[src/rtl/reg_dest_tracker.sv]
// reg_dest_tracker: write-destination select, pipeline to write-back,
// and in-flight busy scoreboard with RAW hazard flags on two sources.
module reg_dest_tracker #(
  parameter int ADDR_W   = 5,
  parameter int STAGES   = 3,
  parameter int LINK_REG = 31,
  parameter int ALT_REG  = 30,
  parameter int NREGS    = 2**ADDR_W
) (
  input  logic              clk,
  input  logic              reset,
  input  logic              issue_valid,
  input  logic [1:0]        seletor_regdest,
  input  logic [ADDR_W-1:0] rt,
  input  logic [ADDR_W-1:0] rd,
  input  logic              stall,
  input  logic              flush,
  input  logic [ADDR_W-1:0] src_a,
  input  logic [ADDR_W-1:0] src_b,
  output logic [ADDR_W-1:0] regDest_output,
  output logic              wb_valid,
  output logic [NREGS-1:0]  busy,
  output logic              hazard_a,
  output logic              hazard_b
);

  logic [ADDR_W-1:0]             dest;
  logic                          dest_ok;
  logic [STAGES-1:0]             vld_q, vld_d;
  logic [STAGES-1:0][ADDR_W-1:0] addr_q, addr_d;

  // Destination pick; $zero writes never become valid entries.
  always_comb begin
    dest = rt;
    unique case (seletor_regdest)
      2'b00: dest = rt;
      2'b01: dest = rd;
      2'b10: dest = ADDR_W'(LINK_REG);
      2'b11: dest = ADDR_W'(ALT_REG);
      default: dest = rt;
    endcase
    dest_ok = issue_valid && (dest != '0);
  end

  // Next stage state: flush kills all valids, stall holds, else shift.
  always_comb begin
    vld_d  = vld_q;
    addr_d = addr_q;
    if (flush) begin
      vld_d = '0;
    end else if (!stall) begin
      vld_d[0]  = dest_ok;
      addr_d[0] = dest;
      for (int i = 1; i < STAGES; i++) begin
        vld_d[i]  = vld_q[i-1];
        addr_d[i] = addr_q[i-1];
      end
    end
  end

  // Stage registers, cleared asynchronously.
  always_ff @(posedge clk or posedge reset) begin
    if (reset) begin
      vld_q  <= '0;
      addr_q <= '0;
    end else begin
      vld_q  <= vld_d;
      addr_q <= addr_d;
    end
  end

  // Busy covers every stage except the one being written back now.
  always_comb begin
    busy = '0;
    for (int j = 0; j < STAGES - 1; j++) begin
      if (vld_q[j]) busy[addr_q[j]] = 1'b1;
    end
    hazard_a = (src_a != '0) && busy[src_a];
    hazard_b = (src_b != '0) && busy[src_b];
  end

  assign regDest_output = addr_q[STAGES-1];
  assign wb_valid       = vld_q[STAGES-1];

endmodule

[config.mk]
export PLATFORM = sky130hd
export DESIGN_NAME = reg_dest_tracker
export DESIGN_NICKNAME = d
export VERILOG_FILES = /design/src/rtl/reg_dest_tracker.sv
export SDC_FILE = /design/constraint.sdc
export NUM_CORES = 1
export LEC_CHECK = 0
export CORE_MARGIN = 1.5
export CORE_UTILIZATION = 47
export DETAILED_ROUTE_END_ITERATION = 10
export PLACE_DENSITY_LB_ADDON = 0.1
export SYNTH_ARGS = -nofsm -noshare
export SYNTH_HDL_FRONTEND = slang
export SYNTH_SLANG_ARGS = --single-unit
[constraint.sdc]
create_clock -name clk -period 2.6 [get_ports clk]
set_input_delay 0.39 -clock clk [delete_from_list [all_inputs] [get_ports clk]]
set_output_delay 0.39 -clock clk [all_outputs]
set_load 0.03 [all_outputs]
==> results of run 1 <==
metal layers:
metal | wire [um] | track usage (%) | part of all wire (%)
met1 | 3840 | 41.4 | 36
met2 | 4930 | 61.4 | 46
met3 | 1100 | 2.76 | 10
met4 | 807 | 19.8 | 7.6
met5 | 0 | 0 | 0
cell type report:
type | count | area [um2] | area share [%]
Tap cell | 50 | 62.6 | 1.72
Multi-Input combinational cell | 175 | 1560 | 42.7
Clock buffer | 4 | 55.1 | 1.51
Inverter | 9 | 33.8 | 0.928
Sequential cell | 18 | 458 | 12.6
Timing Repair Buffer | 171 | 1480 | 40.6
state kept, by name, summed over array words and instances (netlist names):
register and count:
vld_q 3, addr_q 10, regDest_output 5
layout by cell type, fill, tap and decap left out, types with 10 or more instances in the layout:
master	Yosys	routed
buf_4	9	98
clkdlybuf4s50_1	0	36
o221ai_1	27	26
o22ai_1	30	19
nor2_1	17	17
dlygate4sd2_1	0	16
o211ai_1	14	14
buf_6	2	13
dfrtp_1	18	12
mux2_2	10	10
o22ai_2	0	10
through the flow:
step,std cells,hold WS (ps)
floorplan,241,329
global placement,411,490
detailed placement,411,503
CTS,420,522
global route,427,550
finish,427,542
logic make-up after synthesis:
group | Yosys count
compound gates | 100
simple gates | 57
buf+inv | 48
mux | 18
flops | 18
how the worst max path moves through the flow:
stage | from | depth (start not counted) | slack [ps] | end
6_report | addr_q[5] | 8 | -270 | hazard_b
5_1_grt | addr_q[4] | 8 | -370 | hazard_b
4_1_cts | addr_q[8] | 6 | -240 | hazard_b
3_5_place_dp | src_b[0] | 7 | -530 | hazard_b
3_3_place_gp | src_b[0] | 5 | -510 | hazard_b
2_1_floorplan | addr_q[0] | 6 | -40 | hazard_a
power by group:
part	internal [uW]	switching, uW	leakage [uW]
Clock	135	99.7	0.0000288
Combinational	378	429	0.00138
Sequential	333	72.9	0.000193
worst max-delay path, delay by kind of cell, from the launching register on:
kind	cells	cell delay [ps]
buf+inv	3	520
flops	1	480
simple gates	1	370
compound gates	4	850
repair_timing:
| action | 4_1_cts | 5_1_grt |
|---|---|---|
| endpoints found under the setup margin | 21 | 11 |
| hold buffers | 0 | 0 |
| gates resized for setup | 38 | 37 |
| endpoints found under the hold margin | 0 | 0 |
| setup buffers | 5 | 8 |
| pin swaps | 1 | 12 |
==> results.tsv, run 1 <==
stage	metric	value	unit
status	outcome	complete, but fails checks	
status	failing checks	negative setup slack	
sta	Worst-Margin Slew	671	ps
cells_and_area	fillers	202	
placement	Routability Congestion	1.00	
sta	count of pins over their slew limit	0	
pwr	VDD IR max	0.000570	V
synth	net count after synthesis	268	
synth	cell count after synthesis	241	
placement	placed inst area	3330	um2
hold_path	min-delay src	regDest_output[0]	
synth	main combinational cell family by area after synthesis	compound AO/OA/AOI/OAI gates	
hold_path	WHS Path Cells	1	
sta	worst slew margin relative to its limit	55.2	%
route	Avg WL per Cell	25.0	um
synth	Most used DFF post-synth	dfrtp_1	
sta	fin crit period	2870	ps
die	Die W	69.4	um
cts	CTS buffer count	3	
die	Rows	23	
critical_path	slowest cell on the critical path	dfrtp_2	
synth	top-count cell post-synth	o22ai_1	
synth	Yosys reg bits	18	
sta	Max Clk Rate	349	MHz
global_routing	Remaining Overflow, GRT	0	
critical_path	R2R setup slack	1420	ps
route	post-route ant nets	0	
critical_path	crit-path cells	buf_6, nand4bb_2, buf_4, o22ai_1, o2111ai_1, a41oi_1, a221o_1, buf_6	
cells_and_area	design area	3640	um2
die	die height	69.4	um
sta	Final period util	110	%
critical_path	Worst Path Class, Setup	reg2out	
hold_path	hold endpoint	regDest_output[0]	
global_routing	first-pass GRT wire length	13500	um
global_routing	initial antenna violation count	0	
cts	Sink Count	18	
global_routing	pin count of the biggest net entering global routing	23	
sta	final setup vio count	4	
route	Starting DRT DRC Count	591	
hold_path	Worst Hold Class	reg2reg	
sta	fin worst setup slack	-268	ps
critical_path	FF-to-FF path depth	3	
synth	synth cell count leaders	30 x o22ai_1, 27 x o221ai_1, 22 x clkbuf_1	
route	vias post-DR	3165	
synth	Post-synth ARST share	100	%
synth	simple-gate area share of the yosys netlist	17.9	%
flow_run	max_cap viols	0	
synth	dominant cells by area after synthesis	dfrtp_1 22%, o221ai_1 11%, o22ai_1 9.1%	
die	Initial Util	50.3	%
pwr	leakage	0.00160	uW
critical_path	type of origin of the critical path	register	
synth	Syn. warnings	0	
synth	post-synthesis sequential area ratio	21.7	%
cts	H-Tree Depth	1	
pwr	pwr dens	397	nW/um2
global_routing	vias in the first global route	2718	
cts	Clock transition at path regs	70	ps
synth	Synth top area share	21.7	%
cts	CTS Root Cell	clkbuf_8	
cts	CTS tree	yes	
die	I/O Pins	67	
route	routed vias/inst	7.41	
sta	setup_tns	-597	ps
cts	clk_lat worst skew	260	ps
sta	final-report hold violation count	0	
synth	mean post-synth cell area	8.60	um2
global_routing	GRT Total Usage	34.8	%
critical_path	worst path required time	2210	ps
sta	Worst Skew	1.03	ps
critical_path	worst endpoint data arrival time	2480	ps
cells_and_area	proportion of layout cells with a drive suffix above 1	44.0	%
critical_path	reg2reg start	addr_q[9]	
cells_and_area	nets@finish	405	
synth	dominant cell type by area after synthesis	dfrtp_1	
sta	RSZ-0062 raised after global routing	yes	
synth	Yosys cell types	45	
cts	Max Root-Sink Buffers	2	
critical_path	cell mode on critical path	buf_6	
route	DRC violations left	0	
synth	area fraction in compound gates after synthesis	37.9	%
placement	buffers added on ports	66	
synth	Post-Syn Area	2070	um2
synth	number of synthesized flops with an enable pin	0	
die	DIE AREA	4820	um2
route	total wire length	10700	um
die	Core Area	4120	um2
critical_path	critical-path maximum fanout	5	
synth	multiplexer area fraction after synthesis	11.1	%
placement	DP HPWL	6230	um
cells_and_area	Finished Core Util	88.5	%
critical_path	Worst R2R End	regDest_output[4]	
pwr	Pwr Total	1450	uW
synth	post-synthesis adder-cell area fraction	0	%
placement	dpl ws	-525	ps
critical_path	CP endpoint kind	output port	
cells_and_area	Antenna Diode Count	0	
route	Pre-antenna DRT Iters	6	
cells_and_area	P&R area growth vs syn	75.8	%
critical_path	Max stage delay on crit path	480	ps
synth	Post-Synth XOR/XNOR Area	0	%
No activity file was read; power rests on OpenSTA's default activity.
==> inputs of run 2 (changes only) <==
- GPL_ROUTABILITY_DRIVEN: not set -> 0
==> run 2 against run 1 <==
Non-clock buffer count fell by 8. Combinational power fell by 12%. The flow still finishes with violations (negative setup slack). Clock skew rose by 0.72 ps. Critical path type unchanged. Sequential power fell by 5.2%.
==> results.tsv, run 2 (same netlist as run 1, synthesis figures left out) <==
stage	metric	value	unit	change
status	outcome	complete, but fails checks		unchanged
status	failing checks	negative setup slack		unchanged
sta	Max Clk Rate	355	MHz	was 349 MHz
global_routing	met1 Use GR	36.8	%	was 41.4%
route	Pre-antenna DRT Iters	5		was 6
die	Rows	23		unchanged
cells_and_area	Finished Core Util	85.8	%	was 88.5%
route	post-route ant nets	0		unchanged
die	Die W	69.4	um	unchanged
flow_run	max_cap viols	0		unchanged
cts	H-Tree Depth	1		unchanged
route	routed vias/inst	6.70		was 7.41
pwr	VDD IR max	0.000592	V	was 0.000570 V
global_routing	pin count of the biggest net entering global routing	23		unchanged
cells_and_area	multi-input logic area	1530	um2	was 1560 um2
route	Starting DRT DRC Count	372		was 591
cts	Clock transition at path regs	70	ps	about the same
cells_and_area	Finished Layout Cells	419		was 427
cells_and_area	Antenna Diode Count	0		unchanged
hold_path	hold endpoint	regDest_output[2]		was regDest_output[0]
sta	fin crit period	2810	ps	was 2870 ps
critical_path	critical-path maximum fanout	5		unchanged
critical_path	FF-to-FF path depth	3		unchanged
global_routing	initial antenna violation count	0		unchanged
critical_path	Worst R2R End	addr_q[9]		was regDest_output[4]
critical_path	Worst Path Class, Setup	reg2out		unchanged
cts	clk_lat worst skew	250	ps	was 260 ps
cells_and_area	proportion of layout cells with a drive suffix above 1	42.0	%	was 44.0%
sta	Worst Skew	1.74	ps	was 1.03 ps
sta	final-report hold violation count	0		unchanged
cells_and_area	leading cell type in the layout, fill and taps excluded	buf_4		unchanged
critical_path	reg2reg start	addr_q[4]		was addr_q[9]
critical_path	worst endpoint data arrival time	2420	ps	was 2480 ps
cells_and_area	register area	458	um2	unchanged
cells_and_area	P&R area growth vs syn	70.4	%	was 75.8%
cells_and_area	most frequent cells in the layout	92 x buf_4, 37 x clkdlybuf4s50_1, 26 x o221ai_1, 22 x dlygate4sd2_1, 18 x o22ai_1		was 98 x buf_4, 36 x clkdlybuf4s50_1, 26 x o221ai_1, 19 x o22ai_1, 17 x nor2_1
sta	fin worst setup slack	-214	ps	was -268 ps
die	Core Area	4120	um2	unchanged
critical_path	worst path required time	2210	ps	about the same
route	vias post-DR	2807		was 3165
global_routing	met2 Usage GRT	55.6	%	was 61.4%
cts	CTS buffer count	3		unchanged
placement	buffers added on ports	66		unchanged
sta	Worst-Margin Slew	669	ps	was 671 ps
placement	DP HPWL	6010	um	was 6230 um
cts	post-cts hold buffer count	0		unchanged
die	DIE AREA	4820	um2	unchanged
pwr	leakage	0.00150	uW	was 0.00160 uW
global_routing	vias in the first global route	2678		was 2718
sta	final setup vio count	3		was 4
cts	Max Root-Sink Buffers	2		unchanged
pwr	Pwr Total	1320	uW	was 1450 uW
sta	RSZ-0062 raised after global routing	yes		unchanged
sta	Final period util	108	%	was 110%
route	Avg WL per Cell	19.7	um	was 25.0 um
cts	CTS tree	yes		unchanged
hold_path	Worst Hold Class	reg2reg		unchanged
cells_and_area	number of flip-flops in the largest register	10		unchanged
global_routing	GRT Total Usage	31.6	%	was 34.8%
global_routing	GR Util met3	4.22	%	was 2.76%
critical_path	R2R setup slack	1500	ps	was 1420 ps
global_routing	busiest grt layer	met2		unchanged
cts	Sink Count	18		unchanged
die	Initial Util	50.3	%	unchanged
global_routing	Remaining Overflow, GRT	0		unchanged
global_routing	first-pass GRT wire length	12600	um	was 13500 um
hold_path	WHS Path Cells	1		unchanged
critical_path	type of origin of the critical path	register		unchanged
pwr	pwr dens	373	nW/um2	was 397 nW/um2
route	total wire length	8250	um	was 10700 um
critical_path	CP endpoint kind	output port		unchanged
hold_path	min-delay src	regDest_output[2]		was regDest_output[0]
cts	CTS Root Cell	clkbuf_8		unchanged
route	DRC violations left	0		unchanged
sta	count of pins over their slew limit	0		unchanged
placement	placed insts	409		was 411
cells_and_area	Most flops, register	addr_q		unchanged
cells_and_area	nets@finish	397		was 405
cells_and_area	fillers	245		was 202
die	die height	69.4	um	unchanged
sta	worst slew margin relative to its limit	55.4	%	was 55.2%
die	I/O Pins	67		unchanged
run 2: critical path, stage by stage (launching register included):
cell and delay, ps:
dfrtp_2 460, buf_6 140, nand4b_1 230, o22ai_2 170, mux4_2 510, nand2b_4 150
a221o_1 360, buf_6 150
run 2: worst max-delay path by stage:
stage,from,to,slack [ps],depth (start not counted)
after floorplan,addr_q[0],hazard_a,-40,6
after global placement,src_b[0],hazard_b,-510,5
after detailed placement,src_b[0],hazard_b,-520,7
after CTS,addr_q[5],hazard_b,-190,7
after global routing,vld_q[0],hazard_b,-300,7
final,vld_q[0],hazard_b,-210,7
run 2: final cells by class:
class                           count  share of cell area [%]
Inverter                            9                   0.957
Multi-Input combinational cell    175                    43.3
Timing Repair Buffer              163                    39.4
Sequential cell                    18                    13.0
Tap cell                           50                    1.77
Clock buffer                        4                    1.56
run 2: repair_timing:
action / in CTS / in global routing
setup buffers: 0 / 6
pin swaps: 1 / 13
setup endpoints to repair: 25 / 8
resized for setup: 43 / 23
run 2: power breakdown:
part / internal [uW] / total, uW / leakage, uW / switching [uW]
clock: 134 / 225 / 0.0000288 / 90.9
combinational: 334 / 708 / 0.00127 / 374
sequential: 332 / 385 / 0.000192 / 53.5
total: 800 / 1320 / 0.00150 / 518
run 2: metal layers:
| metal | up-vias | share of wire (%) |
|---|---|---|
| met5 | - | 0 |
| met2 | 189 | 50 |
| met1 | 1309 | 37 |
| met4 | 0 | 6.1 |
| met3 | 54 | 7.0 |
| li1 | 1255 | - |
run 2: through the flow:
step / hold WS [ps] / area (um2) / setup WS, ps / TNS (ps)
3_5_place_dp: 495 / 3310 / -520 / -558
2_1_floorplan: 329 / 2120 / -36.9 / -36.9
3_3_place_gp: 492 / 3310 / -509 / -536
6_report: 506 / 3530 / -214 / -413
5_1_grt: 531 / 3530 / -297 / -616
4_1_cts: 511 / 3390 / -190 / -368
==> inputs of run 3 (changes only) <==
- CTS_CLUSTER_SIZE: not set -> 30
==> results of run 3 <==
No change in the layout: final DEF, timing and power equal those of run 2.
==> RTL change 1, RTL diff (flow settings as in run 2) <==
`ADDR_W`: 5 -> 4.
--- a/src/rtl/reg_dest_tracker.sv
+++ b/src/rtl/reg_dest_tracker.sv
@@ -1,7 +1,7 @@
 // reg_dest_tracker: write-destination select, pipeline to write-back,
 // and in-flight busy scoreboard with RAW hazard flags on two sources.
 module reg_dest_tracker #(
-  parameter int ADDR_W   = 5,
+  parameter int ADDR_W   = 4,
   parameter int STAGES   = 3,
   parameter int LINK_REG = 31,
   parameter int ALT_REG  = 30,
Interface: changed (6 resized); port bits go from 67 to 46. No check against the original RTL was run, so the function may have changed too.
==> RTL change 1 against run 2 <==
  * Design area decreased by 43%
  * Critical path depth decreased by 3
  * Die area decreased by 34%
  * Sequential cell count decreased by 3
  * Fmax increased by 12%
  * Sequential power decreased by 17%
  * Count of clock-buffer cells in the layout unchanged
  * Power decreased by 37%
  * Wire length decreased by 53%
  * Synthesized area decreased by 35%
  * Setup slack improved by 0.29 ns
  * Largest cell class unchanged
==> RTL change 1: results (changes against run 2) <==
- Result of the run: complete, no violations
- Wire length of the first global-routing pass: 6.35 mm (-50%)
- Total of buffers placed on input and output ports: 45 (-32%)
- Inverters, non-clock: 7 (-2)
- Vias in the first global route: 1,439 (-46%)
- Sequential Power Share: 38.0% (+8.8 points)
- Total number of multi-input combinational cells: 118 (-33%)
- Global-route track usage on met3: 1.15% (-3.1 points)
- Worst path top cell family by delay: buffers and inverters
- Finished Cell Area: 0.00201 mm2 (-43%)
- Data arrival, critical path: 2.13 ns (-0.29 ns)
- Delay of the slowest cell on the worst path: 0.72 ns (+0.21 ns)
- Cell Int Power: 0.539 mW (-33%)
- Standard-cell rows: 19 (-17%)
- Largest register FFs: 8 (-2)
- Number of detailed-route iterations in the first pass: 5 (unchanged)
- Worst-case setup slack after placement: -0.131 ns (+0.389 ns)
- Layout cells sized above 1: 28.1% (-14 points)
- Total power per unit cell area: 415 mW/mm2 (+11%)
- Overall track demand over capacity in global routing: 24.6% (-7.0 points)
- Layout non-clock buf frac: 32.8% (-6.6 points)
- Filler-free cell count of the finished design: 248 (-41%)
- Area used by sequential logic in the layout: 380 um2 (-17%)
- Multiplexer area fraction after synthesis: 13.7% (+2.6 points)
- Area fraction of clock buffers and clock inverters: 1.30% (-0.26 points)
- Slowest cell on the critical path: clkdlybuf4s50_1
- Share of the synthesized netlist area taken by xor and xnor gates: 3.26% (+3.3 points)
- Met1 routed wirelength after detailed routing: 1.54 mm (-49%)
- Grt met1 use: 31.0% (-5.8 points)
- Average wire length per cell after detail routing: 15.7 um (-20%)
- Iteration-0 DRC Markers: 45 (-88%)
- Avg Inst Size Synth: 8.67 um2 (+0.84%)
- Most used standard cells in the synthesized netlist: 15 x dfrtp_1, 15 x o22ai_1, 11 x nor2_1
- Sum of net half-perimeters after detailed placement: 3.09 mm (-49%)
- Power in combinational cells: 0.391 mW (-45%)
- Maximum resistive drop on vdd: 657 uV (+11%)
- Worst Max-Slew Pin Slew: 0.541 ns (-0.128 ns)
- # nets final: 241 (-39%)
- Clock insertion delay at the later pin of the skew report: 0.28 ns (+0.03 ns)
- Number of nets in the synthesized netlist: 178 (-34%)
- Detailed-route via count: 1,493 (-47%)
- Pin count of the biggest net entering global routing: 17 (-26%)
- Standard cell area after detailed placement: 0.00195 mm2 (-41%)
- Multi-input gate share of total cell area: 43.8% (+0.47 points)
- Met3 WL post-DR: 234 um (-59%)
- Fin Clk Skew: 0.00200 ns (+0.000256 ns)
- Filler instances: 222 (-9.4%)
- Total number of sequential cells: 15 (-3)
- Non-CTS buffers: 73 (-55%)
- GR Util met2: 42.5% (-13 points)
- Compound-gate portion of the synthesized area: 23.1% (-15 points)
- Worst Hold Class: primary input to asynchronous set/reset pin
- Met2 Routed Length: 1.98 mm (-52%)
- Proportion of synthesized chip area in sequential cells: 27.9% (+6.2 points)
==> RTL change 1: cell count changes in the layout (fill, tap and decap cells not counted), sizes merged, moves of 5 or more <==
cell,before,now
o221ai,27,3
buf,102,30
nand4bb,6,0
dlygate4sd2,22,2
o211ai,14,2
o22ai,32,16
nand4b,6,1
nand3b,0,5
nor2,17,11
==> RTL change 1: path summary, 6_finish.rpt <==
path                                    from                 to  slack, ns
min in group clk           regDest_output[2]  regDest_output[2]       0.51
max in group asynchronous              reset          addr_q[6]       1.76
setup reg to reg                   addr_q[0]          addr_q[0]       1.56
hold reg to reg            regDest_output[2]  regDest_output[2]       0.51
setup / recovery                   addr_q[2]            busy[5]       0.08
hold / removal                         reset  regDest_output[0]       0.45
==> RTL change 1: timing repair <==
action | CTS | global route
setup buffers | 0 | 1
endpoints found under the setup margin | 3 | 6
gates resized for setup | 7 | 14
==> RTL change 2, RTL diff (config.mk and constraints of run 2) <==
Made on the original files. Make the reset (`reset`) synchronous in one clocked block. Comments in the files are not updated.
--- a/src/rtl/reg_dest_tracker.sv
+++ b/src/rtl/reg_dest_tracker.sv
@@ -59,7 +59,7 @@
   end
 
   // Stage registers, cleared asynchronously.
-  always_ff @(posedge clk or posedge reset) begin
+  always_ff @(posedge clk) begin
     if (reset) begin
       vld_q  <= '0;
       addr_q <= '0;
Check against the original RTL: differs if reset is asserted again (counterexample within 4 cycles, from zero or initial values and one cycle with reset high); with reset held inactive, the same outputs for 4 cycles.
==> RTL change 2 against run 2 <==
  * Setup slack improved by 0.26 ns
  * Worst hold slack got worse by 0.044 ns
  * Fmax rose by 10%
  * Synthesized area rose by 9.8%
  * Design area fell by 10%
  * Wire length fell by 7.7%
  * Critical path depth fell by 1
  * Largest cell class unchanged
  * Sequential share of layout area fell by 0.69 points
  * Count of clock-buffer cells in the layout did not move
  * Critical endpoint is now hazard_a
  * Sequential cell count did not move
  * Die area rose by 9.4%
Power is not compared: it rests on default switching activity, and its combinational part moved more than twofold at a synthesized area within 25%.
==> RTL change 2: results (changes against run 2) <==
- Result of the run: complete, no violations
- GR Util met2: 49.1% (-6.4 points)
- Pin count of the biggest net entering global routing: 21 (-8.7%)
- Most used standard cells in the synthesized netlist: 35 x nand2_1, 22 x a221oi_1, 21 x buf_2
- Standard cell area after detailed placement: 0.00298 mm2 (-10%)
- Global-route track usage on met3: 2.62% (-1.6 points)
- Max FO, Critical Path: 13 (+8)
- Number of placed cells counting well taps: 412 (+0.73%)
- Diode insertion count for antenna repair: 0 (unchanged)
- Data arrival, critical path: 2.17 ns (-0.25 ns)
- Wire length of the first global-routing pass: 12.0 mm (-4.9%)
- Overall track demand over capacity in global routing: 28.1% (-3.6 points)
- Layout cells sized above 1: 22.3% (-20 points)
- Synth cell types: 52 (+16%)
- Worst-case setup slack after placement: 0.0449 ns (+0.565 ns)
- Average wire length per cell after detail routing: 18.3 um (-7.3%)
- Synth Instances: 314 (+30%)
- Sum of net half-perimeters after detailed placement: 5.50 mm (-8.5%)
- Proportion of synthesized chip area in sequential cells: 15.8% (-5.9 points)
- Fraction of synthesis flops using an asynchronous set or reset pin: 0% (-100 points)
- Top post-synthesis cells by area: dfxtp_1 16%, a221oi_1 8.5%, a211oi_1 5.9%
- Worst Max-Slew Pin Slew: 0.638 ns (-0.0312 ns)
- Iteration-0 DRC Markers: 331 (-11%)
- Number of nets in the synthesized netlist: 341 (+27%)
- Highest attainable clock frequency: 391 MHz (+10%)
- Setup slack of the most critical reg-to-reg path: 1.65 ns (+0.15 ns)
- Area added between synthesis and finish: 39.7%
==> RTL change 2: final timing paths <==
path / start / end / cells past startpoint
min reg2reg: regDest_output[0] / regDest_output[0] / 2
min: regDest_output[0] / regDest_output[0] / 2
max reg2reg: addr_q[3] / addr_q[3] / 3
max: addr_q[4] / hazard_a / 6
==> RTL change 2: metal layers <==
layer  wire [um]  vias to the layer above
met5           0                        -
li1            -                     1295
met2        3800                      154
met3         422                       25
met4         257                        0
met1        3130                     1311
==> RTL change 2: power by group <==
part	switching [mW]	internal (mW)	leakage (nW)
clock	0.0959	0.135	0.0288
sequential	0.0242	0.281	0.153
combinational	0.131	0.120	0.939
total	0.251	0.536	1.12
==> RTL change 2: per-stage QoR <==
stage	util [%]	hold slack [ns]
finish	67.7	0.462
detailed placement	63.5	0.451
global route	67.7	0.495
CTS	65.1	0.463
global placement	63.5	0.446
floorplan	-	0.437
==> RTL change 2: repair_timing <==
action	CTS	global route
pin swaps	0	5
gates cloned	0	0
buffers inserted	0	1
gates resized for setup	10	29
endpoints found under the setup margin	6	6
endpoints found under the hold margin	0	0
==> RTL change 2: cells by family after synthesis <==
kind of cell	count (synthesis)	share of synthesized area, %
compound gates	108	37.5
buf+inv	63	13.2
simple gates	117	29.9
mux	8	3.58
flops	18	15.8
==> RTL change 2: final cells by class <==
cell class                 count  area [um2]
timing repair buffer          89         848
tap                           54        67.6
clock buffer                   4        55.1
sequential                    18         390
inverter                      19        71.3
fill                         415        1520
multi-input combinational    233        1740
==> RTL change 2: critical path, cell delays in order (launching register included) <==
cell and delay, ns:
dfxtp_4 0.44, and4_1 0.37, a22oi_1 0.22, a211oi_1 0.32, nor4_1 0.10, o32ai_2 0.27
buf_4 0.20
